**src/rtl/btn_event_gen.sv**
```systemverilog
// ============================================================================
// Module   : btn_event_gen
// Purpose  : Debounces the raw active-low push-button and emits one-cycle
//            press / release / auto-repeat pulses plus a clean held level.
// Options  : BTN_AUTOREPEAT_EN enables the REPEAT state and REPEAT_PULSE.
// Revision : 1.0 - initial release
// ============================================================================
`default_nettype none

module btn_event_gen #(
  parameter int DEBOUNCE_CYCLES = 65536,
  parameter int REPEAT_DELAY    = 6000000,
  parameter int REPEAT_RATE     = 1200000,
  parameter int CNT_W           = 24
) (
  input  logic CLK,
  input  logic RST,
  input  logic BTN_N,
  output logic PRESSED,
  output logic PRESS_PULSE,
  output logic RELEASE_PULSE,
  output logic REPEAT_PULSE,
  output logic STEP
);

  localparam longint c_CNT_LIMIT = longint'(1) << CNT_W;

  if (DEBOUNCE_CYCLES < 1 || longint'(DEBOUNCE_CYCLES) > c_CNT_LIMIT ||
      REPEAT_DELAY < 1 || longint'(REPEAT_DELAY) > c_CNT_LIMIT ||
      REPEAT_RATE < 1 || longint'(REPEAT_RATE) > c_CNT_LIMIT) begin : g_param_check
    $error("btn_event_gen: count parameter out of range");
  end

  localparam logic [CNT_W-1:0] c_DB_LAST = CNT_W'(DEBOUNCE_CYCLES - 1);
`ifdef BTN_AUTOREPEAT_EN
  localparam logic [CNT_W-1:0] c_DELAY_LAST = CNT_W'(REPEAT_DELAY - 1);
  localparam logic [CNT_W-1:0] c_RATE_LAST  = CNT_W'(REPEAT_RATE - 1);
`endif

  typedef enum logic [2:0] {
    IDLE       = 3'd0,
    DB_PRESS   = 3'd1,
    HOLD       = 3'd2,
    REPEAT     = 3'd3,
    DB_RELEASE = 3'd4
  } state_t;

  logic             r_s1;
  logic             r_s2;
  state_t           r_state;
  logic [CNT_W-1:0] r_timer;

  // Two-flop synchronizer; reset to the released level so reset exit is quiet.
  always_ff @(posedge CLK or posedge RST) begin
    if (RST) begin
      r_s1 <= 1'b1;
      r_s2 <= 1'b1;
    end else begin
      r_s1 <= BTN_N;
      r_s2 <= r_s1;
    end
  end

  always_ff @(posedge CLK or posedge RST) begin
    if (RST) begin
      r_state       <= IDLE;
      r_timer       <= '0;
      PRESSED       <= 1'b0;
      PRESS_PULSE   <= 1'b0;
      RELEASE_PULSE <= 1'b0;
      REPEAT_PULSE  <= 1'b0;
      STEP          <= 1'b0;
    end else begin
      PRESS_PULSE   <= 1'b0;
      RELEASE_PULSE <= 1'b0;
      REPEAT_PULSE  <= 1'b0;
      STEP          <= 1'b0;
      case (r_state)
        IDLE: begin
          r_timer <= '0;
          if (!r_s2) r_state <= DB_PRESS;
        end
        DB_PRESS: begin
          if (r_s2) begin
            r_state <= IDLE;
            r_timer <= '0;
          end else if (r_timer == c_DB_LAST) begin
            r_state     <= HOLD;
            r_timer     <= '0;
            PRESSED     <= 1'b1;
            PRESS_PULSE <= 1'b1;
            STEP        <= 1'b1;
          end else begin
            r_timer <= r_timer + 1'b1;
          end
        end
        HOLD: begin
          if (r_s2) begin
            r_state <= DB_RELEASE;
            r_timer <= '0;
`ifdef BTN_AUTOREPEAT_EN
          end else if (r_timer == c_DELAY_LAST) begin
            r_state      <= REPEAT;
            r_timer      <= '0;
            REPEAT_PULSE <= 1'b1;
            STEP         <= 1'b1;
          end else begin
            r_timer <= r_timer + 1'b1;
          end
`else
          end
          // Without auto-repeat the timer is parked at zero so it cannot wrap.
`endif
        end
`ifdef BTN_AUTOREPEAT_EN
        REPEAT: begin
          if (r_s2) begin
            r_state <= DB_RELEASE;
            r_timer <= '0;
          end else if (r_timer == c_RATE_LAST) begin
            r_timer      <= '0;
            REPEAT_PULSE <= 1'b1;
            STEP         <= 1'b1;
          end else begin
            r_timer <= r_timer + 1'b1;
          end
        end
`endif
        DB_RELEASE: begin
          // A re-press during release debounce restarts repeat timing silently.
          if (!r_s2) begin
            r_state <= HOLD;
            r_timer <= '0;
          end else if (r_timer == c_DB_LAST) begin
            r_state       <= IDLE;
            r_timer       <= '0;
            PRESSED       <= 1'b0;
            RELEASE_PULSE <= 1'b1;
          end else begin
            r_timer <= r_timer + 1'b1;
          end
        end
        default: begin
          r_state <= IDLE;
          r_timer <= '0;
          PRESSED <= 1'b0;
        end
      endcase
    end
  end

endmodule

`default_nettype wire

```
**config.mk**
```make
export PLATFORM = sky130hd
export DESIGN_NAME = btn_event_gen
export DESIGN_NICKNAME = d
export VERILOG_FILES = /design/src/rtl/btn_event_gen.sv
export SDC_FILE = /design/constraint.sdc
export NUM_CORES = 1
export LEC_CHECK = 0
export BUFFER_PORTS_ARGS = -buffer_cell sky130_fd_sc_hd__buf_2
export CAP_MARGIN = 10
export CORE_MARGIN = 1
export CORE_UTILIZATION = 45
export CTS_BUF_LIST = sky130_fd_sc_hd__clkbuf_16
export CTS_CLUSTER_DIAMETER = 200
export CTS_CLUSTER_SIZE = 25
export DETAILED_ROUTE_END_ITERATION = 8
export PLACE_DENSITY = 0.67
export RECOVER_POWER = 50
export SYNTH_ARGS = -nofsm -noshare
export SYNTH_HDL_FRONTEND = slang
export SYNTH_SLANG_ARGS = --single-unit
```
**constraint.sdc**
```tcl
create_clock -name CLK -period 1.9 [get_ports CLK]
set_clock_uncertainty 0.2 [all_clocks]
set_input_delay 0.57 -clock CLK [delete_from_list [all_inputs] [get_ports CLK]]
set_output_delay 0.57 -clock CLK [all_outputs]
set_load 0.005 [all_outputs]
```
==> results.sh <==
export IMPL_status="finished, violations left"
export IMPL_violations="setup timing"
export IMPL_min_period_over_period=1.01
export IMPL_synth_seq_cells=32
export IMPL_start_util=0.479
export IMPL_p_comb_frac=0.041
export IMPL_syn2layout_area_growth_pct=33.0
export IMPL_synth_edf_count=0
export IMPL_dieArea_sq_um=3890
export IMPL_drive_gt1_frac=0.343
export IMPL_cts_tree="yes"
export IMPL_leakage_nw=0.956
export IMPL_max_slew_margin=0.475
export IMPL_final_min_clock_period_ns=1.92
export IMPL_root_buffer="clkbuf_16"
export IMPL_rsz0062_at_grt="true"
export IMPL_viasPerCell=5.43
export IMPL_synth_avg_cell_area_sq_um=9.81
export IMPL_cpMaxStageDelayCell="or4_4"
export IMPL_cp_data_required_time_ns=1.91
export IMPL_end_kind="flop"
export IMPL_criticalPathCategory="flop to flop"
export IMPL_io_buffer_count=6
export IMPL_setup_violations=6
export IMPL_clk_latency_ns=0.28
export IMPL_p_int_mw=1.19
export IMPL_hold_buffers=0
export IMPL_crit_chain="ha_2 > nand3_2 > nor2_4 > nand4_4 > or4_4 > a21oi_2"
export IMPL_core_sq_um=3420
export IMPL_syn_inst=167
export IMPL_clkPwrFrac=0.501
export IMPL_pin_count=8
export IMPL_firstDrtPassIters=4
export IMPL_report_final_hold_viol_count=0
export IMPL_max_cap_violations=0
export IMPL_cts_sinks=32
export IMPL_final_max_slew_violation_count=0
export IMPL_drc=0
export IMPL_setup_tns_final_ns=-0.0340
export IMPL_ant_nets=0
export IMPL_r2r_cells=6
export IMPL_cts_buffer_depth=2
export IMPL_fmax_mhz=521
export IMPL_rows=21
export IMPL_cts_clk_slew_worst_paths_ns=0.05
export IMPL_cts_buffers_inserted=5
export IMPL_grt_pass1_vias=1294
export IMPL_drt_total_wl_um=3790
export IMPL_grt_max_degree=33
export IMPL_via_count=1389
export IMPL_htree_levels=2
export IMPL_async_flop_share=1.00
export IMPL_post_dp_cell_area_sq_um=1830
export IMPL_routabilityCongestion=0.829
export IMPL_antenna_diode_count=0
export IMPL_irDropWorstVdd_uv=511
export IMPL_hpwlAfterDp_um=2200
export IMPL_r2r_end="r_state[1]$_DFFE_PP0P_"
export IMPL_start_kind="flop"
export IMPL_initialDrtViolationCount=47
export IMPL_ys_seq_area_frac=0.490
export IMPL_syn_nets=171
export IMPL_hp_class="flop to flop"
export IMPL_ys_flop_type="dfrtp_1"
export IMPL_grt_pass1_wl_um=5860
export IMPL_critPathMaxFanout=5
export IMPL_min_to="r_s2$_DFF_PP1_"
export IMPL_r2r_start="r_timer[1]$_DFFE_PP0N_"
export IMPL_yosys_warnings=0
export IMPL_max_slew_worst_pin_slew_ns=0.788
export IMPL_die_h_um=62.3
export IMPL_switching_share=0.217
export IMPL_fin_ws_ns=-0.0195
export IMPL_switchingPower_uw=330
export IMPL_arrival_ns=1.93
export IMPL_routedWlPerCell_um=14.8
export IMPL_die_w_um=62.3
export IMPL_netlist_area_sq_um=1640
export IMPL_hold_depth=0
export IMPL_powerDensity_nw_per_um2=698
export IMPL_nets=213
export IMPL_synthDistinctLibCells=40
export IMPL_antenna_found_initial=0
export IMPL_p_seq_frac=0.458
export IMPL_fin_area_sq_um=2180
export IMPL_reg2reg_setup_slack_ns=-0.02
export IMPL_critical_path_max_stage_delay_ns=0.54
export IMPL_hold_start="r_s1$_DFF_PP1_"
export IMPL_grt_remaining_overflow=0
export IMPL_grt_usage=0.198
-- per-stage QoR --
step	cells	power, mW	setup WS (ns)	utilization	hold WS [ns]
2_1_floorplan	167	0.738	-0.0361	-	0.145
3_3_place_gp	230	0.754	0.0848	0.536	0.151
3_5_place_dp	230	0.755	0.0483	0.536	0.149
4_1_cts	238	1.52	0.0199	0.577	0.155
5_1_grt	256	1.57	-0.0963	0.638	0.161
6_report	256	1.52	-0.0195	0.638	0.155
-- layout by cell type (no fill, tap or decap), types with 2 or more instances in the layout --
cell type / count
nand4_4: 2
nor2b_1: 2
xnor2_1: 4
dfrtp_1: 26
o22ai_1: 2
nand2_1: 11
nor2_1: 28
nor4_1: 3
dfrtp_2: 4
a21oi_1: 2
inv_1: 9
or4_4: 2
a31oi_1: 2
nand3_1: 11
o21ai_0: 2
nor3_1: 2
buf_2: 6
nand4_1: 9
buf_4: 33
and4_2: 2
dfstp_2: 2
xor2_1: 15
clkbuf_16: 6
-- sequential cells by signal, summed over array words and instances, names as in the netlist --
| signal | cells |
|---|---|
| PRESSED | 1 |
| RELEASE_PULSE | 1 |
| STEP | 1 |
| r_s1 | 1 |
| r_s2 | 1 |
| r_state | 3 |
| r_timer | 24 |
-- worst max-delay path by stage --
stage                                        from                       to  slack, ns
after detailed placement   r_state[0]$_DFFE_PP0P_  r_timer[20]$_DFFE_PP0N_       0.05
after global routing       r_timer[0]$_DFFE_PP0N_   r_state[1]$_DFFE_PP0P_       -0.1
after CTS                  r_timer[0]$_DFFE_PP0N_   r_state[1]$_DFFE_PP0P_       0.02
after global placement    r_timer[16]$_DFFE_PP0N_   r_state[1]$_DFFE_PP0P_       0.08
after floorplan                    r_s2$_DFF_PP1_   r_timer[7]$_DFFE_PP0N_      -0.04
final                      r_timer[1]$_DFFE_PP0N_   r_state[1]$_DFFE_PP0P_      -0.02
-- what timing repair did --
item,in CTS,in global routing
setup buffers,0,17
resized for setup,0,14
endpoints found under the setup margin,0,22
-- layer usage --
layer,global-route usage,vias to the layer above,wire [um]
met5,0,-,0
li1,-,666,-
met4,0.0901,0,76
met1,0.234,685,1630
met3,0.0662,9,153
met2,0.326,29,1920
-- Yosys cell counts (all sizes together), types with 3 or more instances --
cell   instances  area share
buf            5       0.022
inv            8       0.018
xnor2          4       0.021
nand3         12       0.037
nor2          30       0.069
nor4           4       0.015
dfrtp         30        0.46
nand2         12       0.032
nor3           3       0.016
a21oi          4       0.015
nand4         11       0.050
xor2          15       0.080
-- worst max-delay path: cells and delay by family, from the launching register on --
| kind | cells | cell delay, ns |
|---|---|---|
| and+or+nand+nor | 4 | 0.93 |
| DFF | 1 | 0.38 |
| adders and majority gates | 1 | 0.22 |
| AOI/OAI and AO/OA | 1 | 0.13 |
-- cell families (layout without fill, tap and decap cells) --
kind of cell             Yosys count  in the layout  synth area share
buffers and inverters             15             58            0.0466
flip-flops                        32             32             0.490
AND/OR/NAND/NOR                   85             85             0.294
other                              1              1           0.00229
multiplexers                       1              1           0.00611
adder cells (fa/ha/maj)            1              1           0.00764
AO/OA/AOI/OAI                     13             13            0.0512
XOR/XNOR                          19             19             0.102
-- power groups by stage --
stage / sequential (mW) / clock [mW] / combinational (mW)
final: 0.697 / 0.761 / 0.0628
after global routing: 0.697 / 0.805 / 0.0695
after CTS: 0.697 / 0.771 / 0.0476
after detailed placement: 0.708 / 0 / 0.0475
after global placement: 0.708 / 0 / 0.0459
after floorplan: 0.704 / 0 / 0.0338
-- layout make-up --
class                      instances  area (sq um)
clock buffer                       5           125
clock inverter                     3          15.0
timing repair buffer              42           328
sequential                        32           808
multi-input combinational        120           815
fill                             265          1240
inverter                           8          30.0
tap                               46          57.6
Note: power is estimated with default switching activity, not from simulation.
